File: src/rtl/countdown_120s_pkg.sv
// Shared definitions for the 120 s countdown: state encoding, defaults and
// the elaboration-time binary-to-BCD digit helper.
package countdown_120s_pkg;

   typedef enum logic [1:0] {
      ST_IDLE  = 2'd0,
      ST_RUN   = 2'd1,
      ST_PAUSE = 2'd2,
      ST_DONE  = 2'd3
   } state_t;

   localparam int DEF_START_SECS = 120;
   localparam int DEF_LOW_SECS   = 10;
   localparam int BCD_W          = 4;

   // Extract one decimal digit (scale = 1, 10 or 100) of a constant value.
   function automatic logic [BCD_W-1:0] bcd_digit_of(input int value, input int scale);
      return BCD_W'((value / scale) % 10);
   endfunction

endpackage

File: src/rtl/countdown_120s_bcd_digit_down.sv
// Single BCD down-counting digit with clear, load and borrow chaining.
// The borrow-out flags a 0 -> 9 wrap so the next digit can decrement.
module bcd_digit_down
   import countdown_120s_pkg::*;
(
   input  logic             clk,
   input  logic             rst,
   input  logic             clr,
   input  logic             load,
   input  logic [BCD_W-1:0] load_val,
   input  logic             borrow_in,
   output logic [BCD_W-1:0] digit,
   output logic [BCD_W-1:0] digit_nxt,
   output logic             borrow_out
);

   logic [BCD_W-1:0] digit_r;
   logic [BCD_W-1:0] digit_nxt_s;

   // Next digit value: clear beats load beats decrement.
   always_comb begin
      digit_nxt_s = digit_r;
      if (clr) begin
         digit_nxt_s = 4'd0;
      end else if (load) begin
         digit_nxt_s = load_val;
      end else if (digit_r > 4'd9) begin
         digit_nxt_s = 4'd0;
      end else if (borrow_in) begin
         digit_nxt_s = (digit_r == 4'd0) ? 4'd9 : (digit_r - 4'd1);
      end else begin
         digit_nxt_s = digit_r;
      end
   end

   // Digit register.
   always_ff @(posedge clk or negedge rst) begin
      if (!rst) begin
         digit_r <= 4'd0;
      end else begin
         digit_r <= digit_nxt_s;
      end
   end

   assign digit      = digit_r;
   assign digit_nxt  = digit_nxt_s;
   assign borrow_out = borrow_in && (digit_r == 4'd0) && !clr && !load;

endmodule

File: src/rtl/countdown_120s.sv
// Seconds countdown with BCD digits, pause/abort control and a low-time flag.
// All outputs come straight from flops; the digit chain is three bcd_digit_down.
module countdown_120s
   import countdown_120s_pkg::*;
#(
   parameter int START_SECS = DEF_START_SECS,
   parameter int LOW_SECS   = DEF_LOW_SECS
)(
   input  logic             clk,
   input  logic             rst,
   input  logic             OneSecTimeOut,
   input  logic             Start,
   input  logic             Pause,
   input  logic             Abort,
   output logic [BCD_W-1:0] Hundreds,
   output logic [BCD_W-1:0] Tens,
   output logic [BCD_W-1:0] Ones,
   output logic             Running,
   output logic             TimeUp,
   output logic             LowTime
);

   localparam logic [BCD_W-1:0] START_H = bcd_digit_of(START_SECS, 100);
   localparam logic [BCD_W-1:0] START_T = bcd_digit_of(START_SECS, 10);
   localparam logic [BCD_W-1:0] START_O = bcd_digit_of(START_SECS, 1);
   localparam logic [7:0]       LOW_LIM = 8'(LOW_SECS);

   state_t           state_r, state_nxt_s;
   logic             clr_s, load_s, dec_s, timeup_s, low_nxt_s, at_one_s;
   logic             ones_borrow_s, tens_borrow_s, hund_borrow_s;
   logic [BCD_W-1:0] hund_s, tens_s, ones_s;
   logic [BCD_W-1:0] hund_nxt_s, tens_nxt_s, ones_nxt_s;
   logic [7:0]       cnt_nxt_s;
   logic             running_r, timeup_r, lowtime_r;

   assign at_one_s = (hund_s == 4'd0) && (tens_s == 4'd0) && (ones_s == 4'd1);

   // Next-state and datapath control; Abort > Start > Pause > tick.
   always_comb begin
      state_nxt_s = state_r;
      clr_s       = 1'b0;
      load_s      = 1'b0;
      dec_s       = 1'b0;
      timeup_s    = 1'b0;
      if (Abort) begin
         state_nxt_s = ST_IDLE;
         clr_s       = 1'b1;
      end else if (Start) begin
         state_nxt_s = ST_RUN;
         load_s      = 1'b1;
      end else begin
         case (state_r)
            ST_IDLE:  state_nxt_s = ST_IDLE;
            ST_RUN: begin
               if (Pause) begin
                  state_nxt_s = ST_PAUSE;
               end else if (OneSecTimeOut) begin
                  dec_s = 1'b1;
                  if (at_one_s) begin
                     state_nxt_s = ST_DONE;
                     timeup_s    = 1'b1;
                  end else begin
                     state_nxt_s = ST_RUN;
                  end
               end else begin
                  state_nxt_s = ST_RUN;
               end
            end
            ST_PAUSE: state_nxt_s = Pause ? ST_PAUSE : ST_RUN;
            ST_DONE:  state_nxt_s = ST_DONE;
            default: begin
               state_nxt_s = ST_IDLE;
               clr_s       = 1'b1;
            end
         endcase
      end
   end

   bcd_digit_down u_ones (
      .clk(clk), .rst(rst), .clr(clr_s), .load(load_s), .load_val(START_O),
      .borrow_in(dec_s), .digit(ones_s), .digit_nxt(ones_nxt_s), .borrow_out(ones_borrow_s)
   );

   bcd_digit_down u_tens (
      .clk(clk), .rst(rst), .clr(clr_s), .load(load_s), .load_val(START_T),
      .borrow_in(ones_borrow_s), .digit(tens_s), .digit_nxt(tens_nxt_s), .borrow_out(tens_borrow_s)
   );

   bcd_digit_down u_hund (
      .clk(clk), .rst(rst), .clr(clr_s), .load(load_s), .load_val(START_H),
      .borrow_in(tens_borrow_s), .digit(hund_s), .digit_nxt(hund_nxt_s), .borrow_out(hund_borrow_s)
   );

   // An underflowing chain is never treated as low time.
   assign cnt_nxt_s = 8'(hund_nxt_s) * 8'd100 + 8'(tens_nxt_s) * 8'd10 + 8'(ones_nxt_s);
   assign low_nxt_s = ((state_nxt_s == ST_RUN) || (state_nxt_s == ST_PAUSE))
                      && (cnt_nxt_s <= LOW_LIM) && !hund_borrow_s;

   // State and status output registers, aligned with the digit update.
   always_ff @(posedge clk or negedge rst) begin
      if (!rst) begin
         state_r   <= ST_IDLE;
         running_r <= 1'b0;
         timeup_r  <= 1'b0;
         lowtime_r <= 1'b0;
      end else begin
         state_r   <= state_nxt_s;
         running_r <= (state_nxt_s == ST_RUN);
         timeup_r  <= timeup_s;
         lowtime_r <= low_nxt_s;
      end
   end

   assign Hundreds = hund_s;
   assign Tens     = tens_s;
   assign Ones     = ones_s;
   assign Running  = running_r;
   assign TimeUp   = timeup_r;
   assign LowTime  = lowtime_r;

endmodule

File: config.mk
export PLATFORM = sky130hd
export DESIGN_NAME = countdown_120s
export DESIGN_NICKNAME = d
export VERILOG_FILES = /design/src/rtl/countdown_120s_pkg.sv /design/src/rtl/countdown_120s_bcd_digit_down.sv /design/src/rtl/countdown_120s.sv
export SDC_FILE = /design/constraint.sdc
export NUM_CORES = 1
export LEC_CHECK = 0
export BUFFER_PORTS_ARGS = -buffer_cell sky130_fd_sc_hd__buf_2
export CAP_MARGIN = 20
export CORE_MARGIN = 2
export CORE_UTILIZATION = 41
export DETAILED_ROUTE_END_ITERATION = 8
export GPL_TIMING_DRIVEN = 0
export PLACE_DENSITY = 0.56
export RECOVER_POWER = 25
export SLEW_MARGIN = 20
export SYNTH_ARGS = -nofsm -noshare
export SYNTH_HDL_FRONTEND = slang
export SYNTH_SLANG_ARGS = --single-unit
File: constraint.sdc
create_clock -name clk -period 6.2 [get_ports clk]
set_clock_uncertainty 0.1 [all_clocks]
set_input_delay 0.93 -clock clk [delete_from_list [all_inputs] [get_ports clk]]
set_output_delay 0.93 -clock clk [all_outputs]
set_load 0.01 [all_outputs]
==> results_tabular.tex, run 1 <==
\begin{tabular}{lr}
\hline
Metric & Value \\
\hline
\multicolumn{2}{l}{\textbf{Logic synthesis}} \\
Area share of the largest cell type after synthesis & 29.5\% \\
Synthesized netlist net count & 179 \\
Total number of yosys warnings & 0 \\
Number of instances in the synthesized netlist & 154 \\
Synthesized cell area & 0.00144 mm2 \\
Post-synthesis area per instance & 9.37 um2 \\
Synth cell types & 42 \\
Flip-flop and latch count after synthesis & 17 \\
Most used standard cell by instance count after synthesis & sky130\_fd\_sc\_hd\_\_dfrtp\_1 \\
List of most frequent post-synthesis cells & sky130\_fd\_sc\_hd\_\_dfrtp\_1, sky130\_fd\_sc\_hd\_\_ha\_1, sky130\_fd\_sc\_hd\_\_inv\_1 \\
Synth async-reset ratio & 100\% \\
EDFF count, synth & 0 \\
Top\_reg\_cell synth & sky130\_fd\_sc\_hd\_\_dfrtp\_1 \\
Cell type contributing the most total cell area after synthesis & sky130\_fd\_sc\_hd\_\_dfrtp\_1 \\
Register area share after synthesis & 29.5\% \\
Cell types occupying the most area after synthesis & sky130\_fd\_sc\_hd\_\_dfrtp\_1, sky130\_fd\_sc\_hd\_\_ha\_1, sky130\_fd\_sc\_hd\_\_xnor2\_1 \\
\multicolumn{2}{l}{\textbf{Floorplan}} \\
Initial core utilization & 42.9\% \\
Die Outline Area & 0.00401 mm2 \\
Area of the placeable core & 0.00336 mm2 \\
Vert. Die Dim & between 60 and 70 um \\
Total I/O pin count & 21 \\
Placement row count & 21 \\
X dimension of the die & between 60 and 70 um \\
\multicolumn{2}{l}{\textbf{Timing}} \\
Final Max Tran Viols & 0 \\
Highest attainable clock frequency & around 170 MHz \\
Setup total negative slack & 0 ps \\
Number of failing setup endpoints in the final timing report & 0 \\
Hold Fails Final Rpt & 0 \\
Final critical path time including I/O delays and setup & 5890 ps \\
Final worst path period share & 94.9\% \\
Measured slew at the worst slew-check pin & 955 ps \\
Relative slew slack & 36.3\% \\
Setup repair after global routing missed its margin & false \\
\multicolumn{2}{l}{\textbf{Power and ir drop}} \\
Maximum resistive drop on vdd & 46.4 uV \\
Static Leakage & 0.857 nW \\
Sequential fraction of design power & 55.0\% \\
Areal power density over the cells & 129 mW/mm2 \\
Fraction of power consumed by combinational cells & between 15 and 20\% \\
Sw Pwr & 0.0000589 W \\
Clock share of power & between 20 and 30\% \\
Sw Ratio & $\sim$28\% \\
Power after layout & 0.000210 W \\
Design internal power & 0.000151 W \\
\multicolumn{2}{l}{\textbf{Placed design}} \\
Placed wire-length estimate after detailed placement & 2.69 mm \\
Weighted congestion reported at the end of routability-driven placement & 0.834 \\
Total cell area at the placement stage & 0.00160 mm2 \\
Count of input and output buffers & 20 \\
\multicolumn{2}{l}{\textbf{CTS}} \\
Hold bufs inserted after CTS & 0 \\
CTS root buffer & sky130\_fd\_sc\_hd\_\_clkbuf\_4 \\
CTS buffer count & 3 \\
Clock insertion delay at the later pin of the skew report & a little under 300 ps \\
CTS tree & yes \\
CTS HTree Levels & 1 \\
Clk sink count & 17 \\
Number of buffers on the longest clock path & 2 \\
Cts repair resizes & 0 \\
Clock transition at the registers of the reported paths & 100 ps \\
Buffers inserted during post-CTS setup optimization & 0 \\
\multicolumn{2}{l}{\textbf{Critical path}} \\
Register-to-Register Setup Slack & 690 ps \\
Source of the worst register-to-register timing path & u\_ones.digit[3] \\
Critical Setup Path Class & input pin to register \\
Critical path origin & Abort \\
Required arrival time at the worst endpoint & 6320 ps \\
Arrival time at the worst endpoint & roughly 6000 ps \\
Element type at the critical path start & input pin \\
CP Max Fanout & 10 \\
CP endpoint kind & register \\
\multicolumn{2}{l}{\textbf{Layout}} \\
Fraction of final layout cells sized beyond drive strength 1 & 18.1\% \\
Fill cell count & 364 \\
Finished Cell Area & between 0.0015 and 0.002 mm2 \\
Synth-to-layout area growth & 12.7\% \\
Final antenna diode count & 0 \\
Post-layout nets & 203 \\
\multicolumn{2}{l}{\textbf{Run status}} \\
Result of the run & finished clean \\
\multicolumn{2}{l}{\textbf{Global routing}} \\
Antenna violations before repair & 0 \\
Leftover overflow at the end of global routing & 0 \\
Largest net degree at the start of global routing & 18 \\
Global-route wire length before repair & 5.72 mm \\
Via count of the first global-routing pass & 1,274 \\
Global router's overall resource usage & 18.2\% \\
\multicolumn{2}{l}{\textbf{Routing}} \\
Vias & 1,231 \\
Residual DRC count & 0 \\
WL final & roughly 3.3 mm \\
Number of vias per cell after detailed routing & around 5.5 \\
Final routed wire length divided by cell count & 14.8 um \\
Number of detailed-routing iterations run before antenna repair & 4 \\
Number of violations reported at the end of detailed-routing iteration 0 & between 50 and 60 \\
DRT antenna net count & 0 \\
\multicolumn{2}{l}{\textbf{Min path}} \\
Type of the worst min-delay path & register to register \\
Critical hold path startpoint & u\_ones.digit[0] \\
\multicolumn{2}{l}{\textbf{Flow run}} \\
Max-Cap Viols & 0 \\
\hline
\end{tabular}
[cell usage in the layout, fill, tap and decap left out, drive strengths merged, types with 2 or more instances in the layout]
cell type	n
buf	21
dfrtp	17
ha	16
inv	13
a21oi	12
nor2	9
xnor2	8
nand2	7
clkbuf	7
or4	6
nor4	5
nor3	5
o21ai	5
xor2	4
a21o	4
nand2b	4
or3	3
fa	3
or2	2
and3	2
nand3b	2
o21a	2
nand3	2
[power by group through the flow]
stage / clock (W) / sequential [W] / combinational, W
5_1_grt: 0.0000671 / 0.000116 / 0.0000389
6_report: 0.0000601 / 0.000115 / 0.0000344
4_1_cts: 0.0000610 / 0.000115 / 0.0000348
3_3_place_gp: 0 / 0.000117 / 0.0000336
3_5_place_dp: 0 / 0.000118 / 0.0000348
2_1_floorplan: 0 / 0.000118 / 0.0000204
[kinds of logic (layout without fill, tap and decap cells)]
family,count (synthesis),count (layout),share of synthesized area (%)
and+or+nand+nor,52,52,21.0
buffers and inverters,18,41,4.86
adders and majority gates,19,19,18.0
DFF,17,17,29.5
muxes,1,1,0.694
AOI/OAI and AO/OA,33,33,15.4
xor gates and xnor gates,14,14,10.5
[flip-flops by register name, indices dropped and copies added, names as in the netlist]
| signal | count |
|---|---|
| LowTime | 1 |
| TimeUp | 1 |
| u_hund.digit | 4 |
| Running | 1 |
| u_tens.digit | 4 |
| u_ones.digit | 4 |
| state_r | 2 |
[layer usage]
| layer | GRT usage (%) | vias to the layer above | wire [um] |
|---|---|---|---|
| li1 | - | 602 | - |
| met1 | 22.9 | 596 | 1500 |
| met2 | 32.4 | 27 | 1630 |
| met3 | 1.96 | 6 | 103 |
| met4 | 5.98 | 0 | 70 |
| met5 | 0 | - | 0 |
[worst max-delay path: stages]
cell,delay [ps]
sky130_fd_sc_hd__buf_2,140
sky130_fd_sc_hd__or4_1,510
sky130_fd_sc_hd__buf_2,180
sky130_fd_sc_hd__or3_1,550
sky130_fd_sc_hd__nor2_1,210
sky130_fd_sc_hd__a21oi_1,90
sky130_fd_sc_hd__a21oi_1,320
sky130_fd_sc_hd__ha_1,300
sky130_fd_sc_hd__ha_1,220
sky130_fd_sc_hd__inv_1,70
sky130_fd_sc_hd__fa_1,420
sky130_fd_sc_hd__inv_1,70
sky130_fd_sc_hd__ha_1,220
sky130_fd_sc_hd__ha_1,340
sky130_fd_sc_hd__and2_1,170
sky130_fd_sc_hd__a311o_1,320
sky130_fd_sc_hd__a21oi_1,180
sky130_fd_sc_hd__xnor3_1,420
sky130_fd_sc_hd__xor3_1,210
sky130_fd_sc_hd__nor3_2,130
[cell type report]
cell class,count,area (um2),share of cell area [%]
plain buffers,4,17.5,1.08
clock buffers,4,26.3,1.62
multi-input cells,119,951,58.5
inverters,13,48.8,3.00
flip-flops and latches,17,425,26.2
well taps,46,57.6,3.54
repair buffers,20,98.8,6.08
[path summary, 6_finish.rpt]
path | end | depth (start not counted)
max in group asynchronous | u_hund.digit[1] | 1
worst max-delay path | LowTime | 20
worst min register to register | TimeUp | 2
min in group asynchronous | u_tens.digit[1] | 1
worst min-delay path | TimeUp | 2
worst max register to register | LowTime | 17
[metrics by stage]
step	std cells	hold WS (ps)	worst slack (ps)	util, %
detailed placement	220	477	-216	47.6
finish	223	502	313	48.3
global placement	220	472	-93.1	47.6
CTS	224	467	51.6	48.4
global route	223	525	19.1	48.3
floorplan	154	477	568	-
Power figures use the tool's default switching activity.
==> run 2: changes to the inputs <==
Settings changed: CORE_ASPECT_RATIO from default to 1.2.
Clock period 6.2 ns to 7.6 ns, I/O delays scaled along.
==> run 2 against run 1 <==
Global-route usage grew 1.5 points; non-clock buffer count is 1 higher; critical path type unchanged; sequential share of layout area is 0.12 points lower; count of clock-buffer cells in the layout is the same.
==> results_tabular.tex, run 2 (synthesized netlist as in run 1, its figures left out) <==
\begin{tabular}{lr}
\hline
Metric & Value \\
\hline
\multicolumn{2}{l}{\textbf{Layout}} \\
Fill cell count & 331 \\
Post-layout util & about half \\
Most used cells in the layout excluding fill and tap cells & sky130\_fd\_sc\_hd\_\_buf\_2, sky130\_fd\_sc\_hd\_\_dfrtp\_1, sky130\_fd\_sc\_hd\_\_ha\_1 \\
Synth-to-layout area growth & 13.2\% \\
FF/Latch Area & 425 um2 \\
Fraction of final layout cells sized beyond drive strength 1 & 17.4\% \\
Final antenna diode count & 0 \\
Post-layout nets & between 200 and 250 \\
Area of combinational cells with multiple inputs & 947 um2 \\
Most common cell after layout, fill and taps aside & sky130\_fd\_sc\_hd\_\_buf\_2 \\
\multicolumn{2}{l}{\textbf{Routing}} \\
Met2 Wirelength & between 1.5 and 2 mm \\
Final routed wire length divided by cell count & 15.8 um \\
Met3 wire length & 94 um \\
Residual DRC count & 0 \\
Number of detailed-routing iterations run before antenna repair & 4 \\
WL final & approximately 3.4 mm \\
DR top layer & met4 \\
DRT met1 WL & 1.52 mm \\
DRT antenna net count & 0 \\
Number of violations reported at the end of detailed-routing iteration 0 & 93 \\
Number of vias per cell after detailed routing & between 5 and 6 \\
Vias & 1,201 \\
\multicolumn{2}{l}{\textbf{Power and ir drop}} \\
Static Leakage & between 0.8 and 0.9 nW \\
Maximum resistive drop on vdd & 65.1 uV \\
Areal power density over the cells & 117 mW/mm2 \\
\multicolumn{2}{l}{\textbf{Critical path}} \\
Arrival time at the worst endpoint & 6400 ps \\
Critical Setup Path Class & input pin to register \\
Cell chain of the critical path & buf\_2 -> or4\_1 -> buf\_2 -> or3\_1 -> clkbuf\_1 -> nor3\_1 -> nor2\_1 -> o21ai\_0 -> inv\_1 -> ha\_1 -> ha\_1 -> inv\_1 -> fa\_1 -> inv\_1 -> ha\_1 -> ha\_1 -> and2\_1 -> a311o\_1 -> a21oi\_1 -> xnor3\_1 -> xor3\_1 -> nor3\_2 \\
Library cell appearing most often on the critical path & sky130\_fd\_sc\_hd\_\_ha\_1 \\
Number of buffer and inverter stages on the critical path & 6 \\
Required arrival time at the worst endpoint & 7680 ps \\
CP endpoint kind & register \\
Highest-delay cell along the critical path & sky130\_fd\_sc\_hd\_\_or4\_1 \\
CP Max Fanout & 10 \\
Register-to-Register Setup Slack & 1930 ps \\
Family with the most delay on the worst path & simple AND/OR/NAND/NOR gates \\
Number of stages on the worst setup path & 22 \\
Element type at the critical path start & input pin \\
Cell count of the worst reg-to-reg path & 21 \\
Largest stage delay, worst path & 510 ps \\
\multicolumn{2}{l}{\textbf{Floorplan}} \\
Placement row count & 23 \\
Initial core utilization & between 40\% and 50\% \\
Die Outline Area & 0.00401 mm2 \\
Area of the placeable core & 0.00337 mm2 \\
Vert. Die Dim & 69.0 um \\
X dimension of the die & 58.2 um \\
Total I/O pin count & 21 \\
\multicolumn{2}{l}{\textbf{Min path}} \\
Hold Path Depth & 2 \\
Type of the worst min-delay path & register to register \\
\multicolumn{2}{l}{\textbf{CTS}} \\
Clock insertion delay at the later pin of the skew report & 250 ps \\
Clock transition at the registers of the reported paths & 70 ps \\
Number of buffers on the longest clock path & 2 \\
Clk sink count & 17 \\
Hold bufs inserted after CTS & 0 \\
CTS tree & yes \\
CTS HTree Levels & 1 \\
CTS root buffer & sky130\_fd\_sc\_hd\_\_clkbuf\_8 \\
CTS buffer count & 3 \\
Cts repair resizes & 0 \\
Buffers inserted during post-CTS setup optimization & 0 \\
\multicolumn{2}{l}{\textbf{Timing}} \\
Final critical path time including I/O delays and setup & approximately 6300 ps \\
Min Hold Slack & 514 ps \\
Final worst path period share & 83.2\% \\
Setup total negative slack & 0 ps \\
Highest attainable clock frequency & 158 MHz \\
Relative slew slack & 34.8\% \\
Hold Fails Final Rpt & 0 \\
Final Max Tran Viols & 0 \\
Measured slew at the worst slew-check pin & a little under 1000 ps \\
Setup repair after global routing missed its margin & false \\
Number of failing setup endpoints in the final timing report & 0 \\
\multicolumn{2}{l}{\textbf{Global routing}} \\
Leftover overflow at the end of global routing & 0 \\
Antenna violations before repair & 0 \\
Via count of the first global-routing pass & 1,244 \\
Largest net degree at the start of global routing & 18 \\
Global-route wire length before repair & 5.93 mm \\
Global router's overall resource usage & 19.7\% \\
\multicolumn{2}{l}{\textbf{Placed design}} \\
Count of input and output buffers & 20 \\
Placed wire-length estimate after detailed placement & 2.71 mm \\
Weighted congestion reported at the end of routability-driven placement & 0.818 \\
\multicolumn{2}{l}{\textbf{Run status}} \\
Result of the run & finished clean \\
\multicolumn{2}{l}{\textbf{Flow run}} \\
Max-Cap Viols & 0 \\
\hline
\end{tabular}
run 2: path summary, 6_finish.rpt:
| path | start | to |
|---|---|---|
| max in group asynchronous | rst | u_tens.digit[2] |
| worst max register to register | state_r[1] | LowTime |
| worst min-delay path | u_ones.digit[0] | TimeUp |
| worst min register to register | u_ones.digit[0] | TimeUp |
| min in group asynchronous | rst | TimeUp |
| worst max-delay path | Abort | LowTime |
run 2: worst reg2reg max path, cell delays in order (launching register included):
cell	delay, ps
sky130_fd_sc_hd__dfrtp_1	420
sky130_fd_sc_hd__or4_1	460
sky130_fd_sc_hd__buf_2	170
sky130_fd_sc_hd__or3_1	340
sky130_fd_sc_hd__clkbuf_1	250
sky130_fd_sc_hd__nor3_1	270
sky130_fd_sc_hd__nor2_1	70
sky130_fd_sc_hd__o21ai_0	410
sky130_fd_sc_hd__inv_1	160
sky130_fd_sc_hd__ha_1	210
sky130_fd_sc_hd__ha_1	190
sky130_fd_sc_hd__inv_1	70
sky130_fd_sc_hd__fa_1	410
sky130_fd_sc_hd__inv_1	70
sky130_fd_sc_hd__ha_1	220
sky130_fd_sc_hd__ha_1	350
sky130_fd_sc_hd__and2_1	180
sky130_fd_sc_hd__a311o_1	320
sky130_fd_sc_hd__a21oi_1	160
sky130_fd_sc_hd__xnor3_1	410
sky130_fd_sc_hd__xor3_1	230
sky130_fd_sc_hd__nor3_2	120
run 2: power breakdown:
part | switching (W) | internal (W)
Clock | 0.0000311 | 0.0000372
Sequential | 0.00000194 | 0.0000924
Combinational | 0.0000176 | 0.0000105
Total | 0.0000506 | 0.000140
run 2: stage by stage:
step	setup WS (ps)	cell area, um2	cells	power [W]
2_1_floorplan	1760	1440	154	0.000113
3_3_place_gp	1140	1590	211	0.000123
3_5_place_dp	994	1590	211	0.000125
4_1_cts	1240	1630	215	0.000192
5_1_grt	892	1630	215	0.000201
6_report	1270	1630	215	0.000191
run 2: area by class of cell:
class	instances	area share, %
clock buffers	4	2.76
well taps	37	2.84
repair buffers	20	6.05
flip-flops and latches	17	26.1
plain buffers	5	1.30
multi-input cells	119	58.0
inverters	13	2.99
run 2: layer usage:
metal | track usage [%] | up-vias
li1 | - | 608
met4 | 8.14 | 0
met5 | 0 | -
met1 | 24.9 | 562
met3 | 2.43 | 8
met2 | 34.1 | 23
==> run 3: changes to the inputs <==
Settings changed: ABC_AREA from default to 1, PLACE_DENSITY 0.56 to 0.58.
Clock period 7.6 ns to 5.8 ns, I/O delays scaled along.
==> run 3 against run 2 <==
Non-clock buffer count is 5 lower; design area increased by 9.1%; critical path depth rose by 5.
==> results_tabular.tex, run 3 <==
\begin{tabular}{lr}
\hline
Metric & Value \\
\hline
\multicolumn{2}{l}{\textbf{CTS}} \\
CTS tree & yes \\
Clock transition at the registers of the reported paths & 70 ps \\
Clk sink count & 17 \\
CTS buffer count & 3 \\
Number of buffers on the longest clock path & 2 \\
Buffers inserted during post-CTS setup optimization & 0 \\
CTS HTree Levels & 1 \\
Hold bufs inserted after CTS & 0 \\
Cts repair resizes & 0 \\
Clock insertion delay at the later pin of the skew report & around 250 ps \\
CTS root buffer & sky130\_fd\_sc\_hd\_\_clkbuf\_8 \\
\multicolumn{2}{l}{\textbf{Global routing}} \\
Leftover overflow at the end of global routing & 0 \\
Global router's overall resource usage & between 15 and 20\% \\
Largest net degree at the start of global routing & 18 \\
Global-route wire length before repair & 5.71 mm \\
Antenna violations before repair & 0 \\
Via count of the first global-routing pass & between 1k and 1.5k \\
\multicolumn{2}{l}{\textbf{Flow run}} \\
Max-Cap Viols & 0 \\
\multicolumn{2}{l}{\textbf{Power and ir drop}} \\
Sw Ratio & 28.5\% \\
Static Leakage & roughly 1.0 nW \\
Sw Pwr & 0.0000744 W \\
Sequential fraction of design power & 47.4\% \\
Design internal power & $\sim$0.00019 W \\
Maximum resistive drop on vdd & about 62 uV \\
Areal power density over the cells & 147 mW/mm2 \\
Fraction of power consumed by combinational cells & 17.8\% \\
Clock share of power & 34.8\% \\
\multicolumn{2}{l}{\textbf{Logic synthesis}} \\
Most used standard cell by instance count after synthesis & sky130\_fd\_sc\_hd\_\_nand2\_1 \\
Synth cell types & 30 \\
Synthesized netlist net count & 244 \\
Top\_reg\_cell synth & sky130\_fd\_sc\_hd\_\_dfrtp\_1 \\
Cell types occupying the most area after synthesis & sky130\_fd\_sc\_hd\_\_dfrtp\_1, sky130\_fd\_sc\_hd\_\_ha\_1, sky130\_fd\_sc\_hd\_\_nand2\_1 \\
Synth async-reset ratio & 100\% \\
Post-synthesis area per instance & 7.18 um2 \\
List of most frequent post-synthesis cells & sky130\_fd\_sc\_hd\_\_nand2\_1, sky130\_fd\_sc\_hd\_\_inv\_1, sky130\_fd\_sc\_hd\_\_nor2\_1 \\
EDFF count, synth & 0 \\
Number of instances in the synthesized netlist & 219 \\
Cell type contributing the most total cell area after synthesis & sky130\_fd\_sc\_hd\_\_dfrtp\_1 \\
Synthesized cell area & 0.00157 mm2 \\
Flip-flop and latch count after synthesis & 17 \\
Register area share after synthesis & a little over a quarter \\
Total number of yosys warnings & 0 \\
Area share of the largest cell type after synthesis & 27.0\% \\
\multicolumn{2}{l}{\textbf{Timing}} \\
Number of failing setup endpoints in the final timing report & 0 \\
Min Hold Slack & 518 ps \\
Measured slew at the worst slew-check pin & 964 ps \\
Final worst path period share & 77.5\% \\
Setup repair after global routing missed its margin & false \\
Relative slew slack & 35.8\% \\
Highest attainable clock frequency & $\sim$220 MHz \\
Final critical path time including I/O delays and setup & between 4000 and 5000 ps \\
Hold Fails Final Rpt & 0 \\
Setup total negative slack & 0 ps \\
Final Max Tran Viols & 0 \\
\multicolumn{2}{l}{\textbf{Floorplan}} \\
Die Outline Area & 0.00435 mm2 \\
Vert. Die Dim & 71.8 um \\
Placement row count & 24 \\
Total I/O pin count & 21 \\
Initial core utilization & 42.9\% \\
X dimension of the die & 60.5 um \\
Area of the placeable core & 0.00366 mm2 \\
\multicolumn{2}{l}{\textbf{Layout}} \\
Synth-to-layout area growth & 13.3\% \\
Post-layout nets & between 200 and 300 \\
Most used cells in the layout excluding fill and tap cells & sky130\_fd\_sc\_hd\_\_nand2\_1, sky130\_fd\_sc\_hd\_\_inv\_1, sky130\_fd\_sc\_hd\_\_nor2\_1 \\
Fill cell count & 390 \\
Final antenna diode count & 0 \\
Finished Cell Area & 0.00178 mm2 \\
Final instance count without filler cells & approximately 300 \\
Most common cell after layout, fill and taps aside & sky130\_fd\_sc\_hd\_\_nand2\_1 \\
Post-layout util & 48.6\% \\
Fraction of final layout cells sized beyond drive strength 1 & 15.6\% \\
\multicolumn{2}{l}{\textbf{Critical path}} \\
Register-to-Register Setup Slack & 1440 ps \\
Arrival time at the worst endpoint & 4550 ps \\
Source of the worst register-to-register timing path & u\_ones.digit[3] \\
Family with the most delay on the worst path & simple AND/OR/NAND/NOR gates \\
Number of buffer and inverter stages on the critical path & 5 \\
CP endpoint kind & register \\
Element type at the critical path start & input pin \\
Critical path origin & Abort \\
Highest-delay cell along the critical path & sky130\_fd\_sc\_hd\_\_fa\_1 \\
Critical Setup Path Class & input pin to register \\
Required arrival time at the worst endpoint & 5850 ps \\
Largest stage delay, worst path & about 370 ps \\
Library cell appearing most often on the critical path & sky130\_fd\_sc\_hd\_\_nand2\_1 \\
CP Max Fanout & 6 \\
\multicolumn{2}{l}{\textbf{Min path}} \\
Critical hold path startpoint & u\_ones.digit[0] \\
Type of the worst min-delay path & register to register \\
\multicolumn{2}{l}{\textbf{Routing}} \\
DRT antenna net count & 0 \\
Number of violations reported at the end of detailed-routing iteration 0 & 56 \\
Number of vias per cell after detailed routing & approximately 4.7 \\
Residual DRC count & 0 \\
WL final & 3.36 mm \\
Final routed wire length divided by cell count & 11.4 um \\
Number of detailed-routing iterations run before antenna repair & 4 \\
Vias & about 1.4k \\
\multicolumn{2}{l}{\textbf{Placed design}} \\
Weighted congestion reported at the end of routability-driven placement & 0.780 \\
Count of input and output buffers & 20 \\
Placed cell count & 291 \\
Total cell area at the placement stage & 0.00174 mm2 \\
Placed wire-length estimate after detailed placement & roughly 2.8 mm \\
\multicolumn{2}{l}{\textbf{Run status}} \\
Result of the run & finished clean \\
\hline
\end{tabular}
==> run 3: changes by cell type in the layout (fill, tap and decap cells not counted), sizes merged, moves of 6 or more <==
cell   change
inv       +31
nand2     +40
nand3     +14
o21ai      +6
or4        -6
nor2      +24
==> run 3: power by group through the flow <==
| stage | Combinational (W) | Clock [W] | Sequential (W) |
|---|---|---|---|
| after CTS | 0.0000478 | 0.0000930 | 0.000124 |
| after floorplan | 0.0000315 | 0 | 0.000127 |
| after global routing | 0.0000538 | 0.0000974 | 0.000124 |
| final | 0.0000465 | 0.0000910 | 0.000124 |
| after detailed placement | 0.0000476 | 0 | 0.000126 |
| after global placement | 0.0000472 | 0 | 0.000126 |
==> run 3: metrics by stage <==
| step | setup slack (ps) | total power [W] |
|---|---|---|
| detailed placement | 1000 | 0.000173 |
| floorplan | 1680 | 0.000158 |
| global placement | 1030 | 0.000173 |
| CTS | 1260 | 0.000264 |
| finish | 1300 | 0.000261 |
| global route | 884 | 0.000275 |
==> run 3: worst min-delay path: cells and delay by family, from the launching register on <==
family | cells | cell delay (ps)
flip-flops | 1 | 410
AND/OR/NAND/NOR | 1 | 100
AO/OA/AOI/OAI | 1 | 70
==> run 3: area by class of cell <==
| cell class | instances | area (um2) | share of cell area [%] |
|---|---|---|---|
| Clock buffer | 4 | 45.0 | 2.53 |
| Tap cell | 52 | 65.1 | 3.65 |
| Timing Repair Buffer | 20 | 98.8 | 5.55 |
| Multi-Input combinational cell | 158 | 982 | 55.1 |
| Inverter | 44 | 165 | 9.27 |
| Sequential cell | 17 | 425 | 23.9 |
==> run 3: path summary, 6_finish.rpt <==
path	end	cells past startpoint
worst max register to register	LowTime	28
worst max-delay path	LowTime	27
worst min register to register	u_ones.digit[0]	2
min in group asynchronous	u_hund.digit[1]	1
max in group asynchronous	u_tens.digit[3]	1
worst min-delay path	u_ones.digit[0]	2
==> run 3: routing by layer <==
metal  GRT usage [%]  share of wire [%]  vias to the layer above
met3            1.62                2.1                        5
met4            6.52                1.6                        0
met1            21.4                 45                      633
met5               0                  0                        -
met2            31.0                 52                       18
li1                -                  -                      744
==> run 3: cells by family after synthesis <==
family | share of synthesized area, %
adders and majority gates | 16.5
and+or+nand+nor | 34.1
AOI/OAI and AO/OA | 8.43
buffers and inverters | 10.5
DFF | 27.0
xor gates and xnor gates | 3.34
